--- src/rtl/ram_arbiter_pkg.sv ---
// Shared types and widths for the two-port RAM arbiter.
package ram_arbiter_pkg;

   localparam int NPORT = 2;

   typedef enum logic [1:0] {
      IDLE,
      WR,
      RD1,
      RD2
   } state_t;

   typedef logic port_t;

   function automatic int beWidth(input int dw);
      return dw / 8;
   endfunction

   localparam int BEW = beWidth(16);

endpackage

--- src/rtl/ram_arb_pick.sv ---
// Two-way grant picker: round-robin by default, fixed P0 priority when
// RAM_ARB_FIXED_PRIO_EN is defined.
module ram_arb_pick
   import ram_arbiter_pkg::*;
(
   input  logic [NPORT-1:0] eligible,
   input  port_t            last,
   output logic             valid,
   output port_t            grant
);

   assign valid = |eligible;

`ifdef RAM_ARB_FIXED_PRIO_EN
   assign grant = eligible[0] ? 1'b0 : 1'b1;
`else
   always_comb begin
      grant = eligible[1];
      if (&eligible) grant = ~last;
   end
`endif

endmodule

--- src/rtl/ram_arbiter.sv ---
// Shares one single-port synchronous RAM between two REQ/ACK requesters.
// Optional build macro: RAM_ARB_FIXED_PRIO_EN (fixed P0 priority instead of round-robin).
//
// state | meaning
// IDLE  | RAM idle; pick an eligible port and latch its request
// WR    | write strobe presented to the RAM for one cycle
// RD1   | read address presented; RAM registers the word at the edge
// RD2   | RAM data valid; captured into the grantee's DO
module ram_arbiter
   import ram_arbiter_pkg::*;
#(
   parameter int AW = 16,
   parameter int DW = 16
)
(
   input  logic            CLK,
   input  logic            nRES,
   input  logic            P0_REQ,
   input  logic            P0_WE,
   input  logic [DW/8-1:0] P0_nBE,
   input  logic [AW-1:0]   P0_A,
   input  logic [DW-1:0]   P0_DI,
   output logic [DW-1:0]   P0_DO,
   output logic            P0_ACK,
   input  logic            P1_REQ,
   input  logic            P1_WE,
   input  logic [DW/8-1:0] P1_nBE,
   input  logic [AW-1:0]   P1_A,
   input  logic [DW-1:0]   P1_DI,
   output logic [DW-1:0]   P1_DO,
   output logic            P1_ACK,
   output logic            RAM_nCE,
   output logic            RAM_nWE,
   output logic            RAM_nOE,
   output logic [DW/8-1:0] RAM_nBE,
   output logic [AW-1:0]   RAM_A,
   output logic [DW-1:0]   RAM_DI,
   input  logic [DW-1:0]   RAM_DO
);

   localparam int BW = beWidth(DW);

   state_t            state, stateNext;
   port_t             grant, lastGrant, pickGrant;
   logic              pickValid;
   logic [NPORT-1:0]  eligible, ack, ackNext;
   logic              selWe;
   logic [BW-1:0]     selNBe, nBeNext;
   logic [AW-1:0]     selA;
   logic [DW-1:0]     selDi;
   logic              nCeNext, nWeNext, nOeNext;
   logic              grantLoad, doLoad;

   // A port whose ACK is high this cycle is masked so it cannot be regranted on a stale REQ.
   assign eligible = {P1_REQ & ~ack[1], P0_REQ & ~ack[0]};
   assign P0_ACK   = ack[0];
   assign P1_ACK   = ack[1];

   ram_arb_pick u_pick (
      .eligible (eligible),
      .last     (lastGrant),
      .valid    (pickValid),
      .grant    (pickGrant)
   );

   assign selWe  = pickGrant ? P1_WE  : P0_WE;
   assign selNBe = pickGrant ? P1_nBE : P0_nBE;
   assign selA   = pickGrant ? P1_A   : P0_A;
   assign selDi  = pickGrant ? P1_DI  : P0_DI;

   // RAM controls are registered from the next state, so they are valid for the whole state cycle.
   always_comb begin
      stateNext = state;
      nCeNext   = 1'b1;
      nWeNext   = 1'b1;
      nOeNext   = 1'b1;
      nBeNext   = '1;
      ackNext   = '0;
      grantLoad = 1'b0;
      doLoad    = 1'b0;
      case (state)
         IDLE: begin
            if (pickValid) begin
               grantLoad = 1'b1;
               nCeNext   = 1'b0;
               if (selWe) begin
                  stateNext = WR;
                  nWeNext   = 1'b0;
                  nBeNext   = selNBe;
               end else begin
                  stateNext = RD1;
                  nOeNext   = 1'b0;
               end
            end
         end
         WR: begin
            stateNext      = IDLE;
            ackNext[grant] = 1'b1;
         end
         RD1: begin
            stateNext = RD2;
            nCeNext   = 1'b0;
            nOeNext   = 1'b0;
         end
         RD2: begin
            stateNext      = IDLE;
            ackNext[grant] = 1'b1;
            doLoad         = 1'b1;
         end
         default: stateNext = IDLE;
      endcase
   end

   always_ff @(posedge CLK or negedge nRES) begin
      if (!nRES) state <= IDLE;
      else       state <= stateNext;
   end

   always_ff @(posedge CLK or negedge nRES) begin
      if (!nRES) begin
         RAM_nCE   <= 1'b1;
         RAM_nWE   <= 1'b1;
         RAM_nOE   <= 1'b1;
         RAM_nBE   <= '1;
         RAM_A     <= '0;
         RAM_DI    <= '0;
         ack       <= '0;
         P0_DO     <= '0;
         P1_DO     <= '0;
         grant     <= 1'b0;
         lastGrant <= 1'b1;
      end else begin
         RAM_nCE <= nCeNext;
         RAM_nWE <= nWeNext;
         RAM_nOE <= nOeNext;
         RAM_nBE <= nBeNext;
         ack     <= ackNext;
         if (grantLoad) begin
            grant     <= pickGrant;
            lastGrant <= pickGrant;
            RAM_A     <= selA;
            RAM_DI    <= selDi;
         end
         if (doLoad) begin
            if (grant) P1_DO <= RAM_DO;
            else       P0_DO <= RAM_DO;
         end
      end
   end

endmodule

--- config.mk ---
export PLATFORM = sky130hd
export DESIGN_NAME = ram_arbiter
export DESIGN_NICKNAME = d
export VERILOG_FILES = /design/src/rtl/ram_arbiter_pkg.sv /design/src/rtl/ram_arb_pick.sv /design/src/rtl/ram_arbiter.sv
export SDC_FILE = /design/constraint.sdc
export NUM_CORES = 1
export LEC_CHECK = 0
export ABC_CLOCK_PERIOD_IN_PS = 1840
export CAP_MARGIN = 20
export CORE_ASPECT_RATIO = 0.75
export CORE_MARGIN = 5
export CORE_UTILIZATION = 40
export CTS_CLUSTER_DIAMETER = 60
export DETAILED_ROUTE_END_ITERATION = 16
export GPL_TIMING_DRIVEN = 0
export PLACE_DENSITY = 0.81
export RECOVER_POWER = 50
export REMOVE_ABC_BUFFERS = 1
export SLEW_MARGIN = 20
export SYNTH_ARGS = -nofsm -noshare
export SYNTH_HDL_FRONTEND = slang
export SYNTH_SLANG_ARGS = --single-unit
--- constraint.sdc ---
create_clock -name CLK -period 1.84 [get_ports CLK]
set_input_delay 0.368 -clock CLK [delete_from_list [all_inputs] [get_ports CLK]]
set_output_delay 0.368 -clock CLK [all_outputs]
set_load 0.03 [all_outputs]
Word level (Yosys, flattened, before mapping)
Index checks and enable logic that the tools add are counted.

word-level totals
  register bits after elaboration = 75
  input port bits = 90
  output and inout bits = 71
  word-level logic and storage cells = 56

operators by class
  order comparisons = 2
  equal/unequal tests = 4
  muxes and demuxes = 25
  bitwise operators = 6
  reduce and logical (&&, ||, !) cells = 7

operators with widths
  kind                                                                    count
  16-bit 2-to-1 mux                                                       2
  2-bit 2-to-1 mux                                                        7
  1-bit 2-to-1 mux                                                        12
  2-bit case mux with 3 select lines                                      1
  2-bit AND reduction                                                     3
  2-bit equality test (second input constant)                             2
  1-bit inverter                                                          4
  1-bit case mux with 2 select lines                                      2
  2-bit OR reduction                                                      2
  1-bit AND                                                               2
  2-bit by 1-bit equality test with 1-bit output (second input constant)  1
  2-bit logical NOT                                                       1
  1-bit by 2-bit < comparator with 1-bit output (second input constant)   1
  2-bit != test (second input constant)                                   1
  1-bit demux with 1-bit select                                           1
  1-bit greater-or-equal comparator (second input constant)               1
  1-bit logical AND                                                       1

Logic depth before layout (Yosys ltp)
Gate-level depths: netlist of run 1.

  depth in word-level cells = 8
  mapped depth = 6
  gate-level depth less buffers = 5

Cells and area by module
Synthesis of run 1 repeated with hierarchy kept, for this count alone.

second synthesis, totals
  cell total of the unflattened synthesis = 206
  area, all modules = 3315.7 um^2

by module, submodules not included
  module        instances  cells an instance  area each (um^2)  seq. area each (um^2)
  ram_arbiter   1          204                3301.9            1884.3
  ram_arb_pick  1          2                  13.8              0.0

Worst setup path before layout of run 1
OpenSTA, ideal clock, no wires.

  path kind = register to register
  start = register ack[1]
  end = register RAM_DI[10]
  setup time = 0.132 ns
  data arrival time = 1.390 ns
  setup slack = 0.318 ns
  stages on the path, launching flop included = 7
  path buffers = 2
  path through = dfrtp_1 > nor2b_4 > a21boi_4 > buf_6 > buf_8 > mux2i_1 > o21ai_1

on the way
  cells in the longest elaborated chain, start to end = 5

ends and longest elaborated chain
  item                                                              RTL line                                RTL
  start, declared                                                   ram_arbiter.sv:46                       logic [NPORT-1:0] eligible, ack, ackNext;
  start signal, assigned                                            ram_arbiter.sv:137                      ack <= ackNext;
  1-bit inverter (*)                                                ram_arbiter.sv:55                       assign eligible = {P1_REQ & ~ack[1], P0_REQ & ~ack[0]};
  1-bit AND (*)                                                     ram_arbiter.sv:55
  2-bit AND reduction / 2-bit OR reduction (equally long branches)  ram_arb_pick.sv:19, ram_arb_pick.sv:12
  1-bit 2-to-1 mux, on equally long branches                        ram_arb_pick.sv:19, ram_arbiter.sv:83
  16-bit 2-to-1 mux / 1-bit 2-to-1 mux (equally long branches)      ram_arbiter.sv:69, ram_arbiter.sv:81
  end signal, assigned                                              ram_arbiter.sv:142                      RAM_DI <= selDi;
  end, declared                                                     ram_arbiter.sv:37                       output logic [DW-1:0] RAM_DI,

Mark *: on every way between the ends. The rest lies on a longest branch, timed or not.
A chain may end at the register's enable or synchronous reset.

Worst setup path after layout of run 1
  start = register ack[1]
  end = output port P1_ACK

RTL lines
  item           RTL line           RTL
  end, declared  ram_arbiter.sv:31  output logic P1_ACK,

No word-level cell between the ends.

==> key figures, run 1 <==
Cells and area
  • Leading cell types in the layout, fill and taps excluded: 154 x clkdlybuf4s50_1, 69 x dfrtp_1, 38 x nand2_1
  • Ratio of cells with drive above 1 in the final layout: 0.156
  • Layout area overhead: 62.6%
  • Fin nets: 501
  • Ant diodes: 0
  • Commonest non-fill, non-tap cell in the layout: clkdlybuf4s50_1
  • Final Non-Filler Cells: 521

Yosys
  • Synthesized area: 0.00316 mm2
  • Synth area leaders: dfrtp_1 55%, mux2_2 11%, mux2i_1 10%
  • Synthesized netlist cell count: 247
  • #FFs+latches synth: 75
  • Synth area leader: dfrtp_1
  • Register area share after synthesis: 0.597
  • Synth top area share: 0.547
  • Yosys warning total: 0
  • Avg Inst Size Synth: 12.8 um2
  • Synth unique cells: 27

Routing
  • DRT antenna net count: 0
  • Initial drt markers: 60
  • Drt pass-1 iters: 4
  • WL/cell: 15.3 um
  • Final WL: 7970 um
  • Via count: 2,381
  • Drt drc: 0
  • Number of vias per cell: 4.57

Worst setup path
  • Crit. End Element: output pin
  • CP max FO: 2
  • Slowest stage delay, CP: 0.69 ns
  • RR Startpoint: state[0]
  • Critical path, cell by cell: clkdlybuf4s50_1
  • Setup CP Type: flip-flop to output pin
  • Arr. time, crit path: 1.41 ns
  • Slowest cell on the critical path: clkdlybuf4s50_1
  • Worst path top cell family by delay: buffers and inverters
  • Worst setup SP type: flip-flop
  • Critical path launch point: ack[1]
  • Buffers plus inverters on the worst setup path: 1
  • CP required: 1.47 ns

Clocking
  • TritonCTS clock tree: built
  • Clk_lat worst skew: 0.34 ns
  • Clock buffer depth: 2
  • Clock Sink Count: 75
  • TritonCTS Buffers: 9
  • CTS clk-pin slew, worst paths: 0.07 ns
  • H-tree depth: 3
  • CTS root buffer: clkbuf_8

STA
  • Minimum clock period: 1.77 ns
  • Slew headroom: 0.335
  • Period utilization: 0.964
  • Clk_skew: 0.00709 ns
  • Fmax: 564 MHz
  • Finish-stage setup viols: 0
  • Worst slew pin tran: 0.998 ns
  • Unrepaired setup endpoints after global routing: no
  • Pins Over Slew Limit: 0
  • Final TNS setup: 0 ns
  • Setup WS post-layout: 0.0669 ns
  • Final hold vios: 0

Floorplan
  • Die footprint: 0.00978 mm2
  • IO Pins: 161
  • Die Width: 113 um
  • Die height: 86.9 um
  • Row count: 28
  • Core box area: 0.00778 mm2
  • Starting Density: 0.406

Global route
  • Initial antenna violation count: 0
  • Largest net degree at the start of global routing: 40
  • Number of global-route vias before repair: 2,598
  • Grt total ovfl: 0
  • First-pass GRT wire length: 13,000 um
  • GRT Total Usage: 0.168

Placement
  • Final Wtd Congestion: 0.773
  • Port-buffer cells: 160
  • Pre-CTS setup slack: -0.324 ns
  • Post-DP HPWL: 6230 um
  • Cells after DPL: 503

Power and ir drop
  • Pwr dens: 1800 mW/mm2
  • Peak VDD IR: 920 uV
  • Leak Pwr: 0.00219 uW

Worst hold path
  • HP Start: RAM_A[4]
  • Kind of path behind the tightest hold check: flip-flop to flip-flop

Run status
  • Status: complete, no violations

Run
  • Max-cap violations: 0
-- cell families after synthesis --
group	synth area share
compound gates	0.0718
flops	0.597
simple gates	0.0761
buf+inv	0.0361
mux	0.219
-- area by class of cell --
type | instances | area [um2]
Fill cell | 627 | 2650
Sequential cell | 75 | 1880
Timing Repair Buffer | 167 | 1750
Multi-Input combinational cell | 156 | 1170
Clock buffer | 11 | 141
Tap cell | 105 | 131
Clock inverter | 5 | 52.6
Inverter | 2 | 7.51
-- what timing repair did --
action / in CTS / in global routing
endpoints found under the setup margin: 5 / 12
gates resized for setup: 5 / 2
hold buffers: 1 / 0
hold endpoints to repair: 3 / 0
buffers inserted: 0 / 1
-- cell usage after synthesis, drive strengths merged --
master,n
dfrtp,69
nand2,38
o21ai,36
mux2i,33
mux2,32
buf,10
dfstp,6
clkbuf,4
a21o,2
inv,2
nand3b,2
nor2,2
nor2b,2
or3b,2
a21boi,1
a21oi,1
and2,1
and2b,1
nor3,1
o21a,1
or2,1
-- path summary, 6_finish.rpt --
path                              end  slack, ns  cells after the start
hold reg to reg              RAM_A[4]       0.48                      2
max in group asynchronous  RAM_nBE[0]       0.28                      3
min in group asynchronous    RAM_A[3]       0.76                      2
setup reg to reg             P0_DO[0]       0.18                      3
setup / recovery               P1_ACK       0.07                      1
hold / removal               RAM_A[4]       0.48                      2
-- registers in the layout (all words and copies together), names as in the netlist --
register and cells:
RAM_nWE 1, grant 1, RAM_nBE 2, RAM_A 16, P0_DO 16, P1_DO 16
RAM_nOE 1, ack 2, RAM_nCE 1, RAM_DI 16, lastGrant 1, state 2
-- metrics by stage --
step | util | total power [uW] | hold WS [ns] | area, um2
floorplan | - | 5750 | 0.0724 | 3050
global placement | 0.615 | 7690 | 0.466 | 4780
detailed placement | 0.633 | 8110 | 0.377 | 4920
CTS | 0.658 | 9360 | 0.488 | 5120
global route | 0.660 | 9780 | 0.503 | 5130
finish | 0.660 | 9230 | 0.484 | 5130
-- routing by layer --
layer,GRT usage,vias up,wire (um)
met2,0.293,73,4070
met3,0.0521,10,521
li1,-,1189,-
met1,0.202,1109,3280
met4,0.0491,0,96
met5,0,-,0
-- where the power goes --
| group | leakage (uW) | internal, uW | total, uW | switching [uW] |
|---|---|---|---|---|
| Sequential | 0.000895 | 2490 | 2890 | 403 |
| Combinational | 0.00119 | 2310 | 5100 | 2790 |
| Clock | 0.0000991 | 657 | 1240 | 582 |
| Total | 0.00219 | 5460 | 9230 | 3770 |
No activity file was read; power rests on OpenSTA's default activity.
==> inputs of run 2 (changes only) <==
- CORE_ASPECT_RATIO: 0.75 -> default
==> run 2 against run 1 <==
Wire length up 2.5%. Count of clock-buffer cells in the layout down 1. Final area up 1.1%.
==> key figures, run 2 (synthesis gave the netlist of run 1 again) <==
Run status
  • Status: complete, no violations

Cells and area
  • Layout area overhead: 64.5%
  • Final Non-Filler Cells: 523 (+0.38%)
  • Ant diodes: 0 (unchanged)
  • Fillers: 596 (-4.9%)
  • Leading cell types in the layout, fill and taps excluded: 153 x clkdlybuf4s50_1, 69 x dfrtp_1, 38 x nand2_1
  • Fin util: 0.675 (+0.0152)
  • Ratio of cells with drive above 1 in the final layout: 0.166 (+0.0100)
  • Commonest non-fill, non-tap cell in the layout: clkdlybuf4s50_1
  • Fin nets: 506 (+1.0%)

Floorplan
  • Row count: 32 (+14%)
  • Die footprint: 0.00977 mm2 (-0.19%)
  • Die Width: 98.8 um (-12%)
  • Starting Density: 0.410 (+0.00475)
  • Die height: 98.8 um (+14%)
  • IO Pins: 161 (unchanged)
  • Core box area: 0.00769 mm2 (-1.2%)

Routing
  • Initial drt markers: 63 (+5.0%)
  • Final WL: 8170 um (+2.5%)
  • Met2 wire len: 4020 um (-1.3%)
  • Metal3 WL: 775 um (+49%)
  • WL/cell: 15.6 um (+2.1%)
  • Drt pass-1 iters: 4 (unchanged)
  • Routed length on met1: 3290 um (+0.49%)
  • Via count: 2,460 (+3.3%)
  • Drt drc: 0 (unchanged)
  • DRT antenna net count: 0 (unchanged)
  • Max layer used: met4
  • Number of vias per cell: 4.70 (+2.9%)

STA
  • Fmax: 561 MHz (-0.46%)
  • Unrepaired setup endpoints after global routing: no
  • Setup WS post-layout: 0.0587 ns (-0.00825 ns)
  • Final hold vios: 0 (unchanged)
  • Slew headroom: 0.422 (+0.0870)
  • Finish-stage setup viols: 0 (unchanged)
  • Minimum clock period: 1.78 ns (+0.00825 ns)
  • Clk_skew: 0.00821 ns (+0.00112 ns)
  • Worst slew pin tran: 0.868 ns (-0.131 ns)
  • Pins Over Slew Limit: 0 (unchanged)
  • Period utilization: 0.968 (+0.00448)

Placement
  • Pre-CTS setup slack: -0.346 ns (-0.0219 ns)
  • Cells after DPL: 500 (-0.60%)
  • Final Wtd Congestion: 0.692 (-11%)
  • Post-DP HPWL: 6360 um (+2.0%)
  • Port-buffer cells: 160 (unchanged)

Clocking
  • H-tree depth: 3 (unchanged)
  • TritonCTS Buffers: 9 (unchanged)
  • TritonCTS clock tree: built
  • Clk_lat worst skew: 0.33 ns (about the same)
  • CTS root buffer: clkbuf_8
  • Clock buffer depth: 2 (unchanged)
  • CTS clk-pin slew, worst paths: 0.08 ns (about the same)
  • Clock Sink Count: 75 (unchanged)

Worst setup path
  • Worst setup SP type: flip-flop
  • Buffers plus inverters on the worst setup path: 1 (unchanged)
  • Setup CP Type: flip-flop to output pin
  • Slowest cell on the critical path: clkdlybuf4s50_1
  • Reg2reg setup slack: 0.17 ns (about the same)
  • Arr. time, crit path: 1.41 ns (about the same)
  • Worst R2R Path Depth: 3 (unchanged)
  • CP max FO: 2 (unchanged)
  • Slowest stage delay, CP: 0.70 ns (about the same)
  • CP required: 1.47 ns (about the same)
  • Critical path, cell by cell: clkdlybuf4s50_1
  • Crit. End Element: output pin
  • Reg2Reg Capture Point: P0_DO[2]
  • Worst path top cell family by delay: buffers and inverters
  • RR Startpoint: state[0]

Worst hold path
  • Hold-critical path depth: 2 (unchanged)
  • Kind of path behind the tightest hold check: flip-flop to flip-flop
  • Worst hold endpoint: RAM_A[4]
  • HP Start: RAM_A[4]

Global route
  • Number of global-route vias before repair: 2,607 (+0.35%)
  • GRT Total Usage: 0.166 (-0.00240)
  • Grt total ovfl: 0 (unchanged)
  • Largest net degree at the start of global routing: 42 (+5.0%)
  • Initial antenna violation count: 0 (unchanged)
  • First-pass GRT wire length: 12,900 um (-1.3%)

Power and ir drop
  • Sw Pwr: 3820 uW (+1.1%)
  • Part of the power in combinational logic: 0.538 (-0.015)
  • Int Pwr: 5720 uW (+4.8%)
  • Clock share of power: 0.158 (+0.024)
  • Flop pwr share: 0.304 (-0.009)
  • Leak Pwr: 0.00222 uW (+1.7%)
  • Switching Fraction: 0.400 (-0.00867)
  • Peak VDD IR: 731 uV (-21%)
  • Pwr dens: 1840 mW/mm2 (+2.2%)

Run
  • Max-cap violations: 0 (unchanged)
run 2: layer usage:
layer  global-route usage  vias to the layer above
met1                0.198                     1149
met5                    0                        -
li1                     -                     1187
met3               0.0580                        8
met2                0.280                      116
met4               0.0504                        0
run 2: timing repair:
action,4_1_cts,5_1_grt
setup buffers,0,4
gates resized for setup,5,3
gates cloned,0,2
hold buffers,1,0
endpoints found under the hold margin,33,0
endpoints found under the setup margin,5,26
run 2: area by class of cell:
cell class | count | area [um2] | share of cell area
inverters | 2 | 7.51 | 0.00145
flip-flops and latches | 75 | 1880 | 0.363
clock buffers | 10 | 128 | 0.0246
multi-input cells | 156 | 1170 | 0.225
repair buffers | 172 | 1760 | 0.340
well taps | 102 | 128 | 0.0246
clock inverters | 6 | 113 | 0.0217
run 2: how the worst max path moves through the flow:
| stage | startpoint | endpoint | slack (ns) | depth (start not counted) |
|---|---|---|---|---|
| 2_1_floorplan | ack[0] | RAM_A[4] | -1.56 | 3 |
| 3_3_place_gp | P0_REQ | RAM_A[7] | -2.91 | 4 |
| 3_5_place_dp | P1_REQ | RAM_A[4] | -0.35 | 6 |
| 4_1_cts | P1_REQ | RAM_A[4] | 0.007 | 6 |
| 5_1_grt | ack[0] | P0_ACK | 0.00004 | 1 |
| 6_report | ack[0] | P0_ACK | 0.06 | 1 |
run 2: power groups by stage:
stage          Clock (uW)  Combinational, uW  Sequential (uW)
6_report             1500               5130             2900
5_1_grt              1620               5460             3000
4_1_cts              1540               5130             2920
3_5_place_dp            0               5150             2950
3_3_place_gp            0               4800             2890
2_1_floorplan           0               1310             4430
run 2: tightest hold or removal path, delay by kind of cell (launching register included):
family,cells,cell delay [ns]
and+or+nand+nor,1,0.04
DFF,1,0.35
AOI/OAI and AO/OA,1,0.06
run 2: metrics by stage:
stage | hold slack, ns | TNS (ns) | area [um2] | total power, uW
detailed placement | 0.351 | -10.21 | 4900 | 8100
finish | 0.482 | 0 | 5190 | 9540
global placement | 0.465 | -254.80 | 4780 | 7680
CTS | 0.488 | 0 | 5150 | 9590
floorplan | 0.0724 | -54.27 | 3050 | 5750
global route | 0.514 | 0 | 5190 | 10100
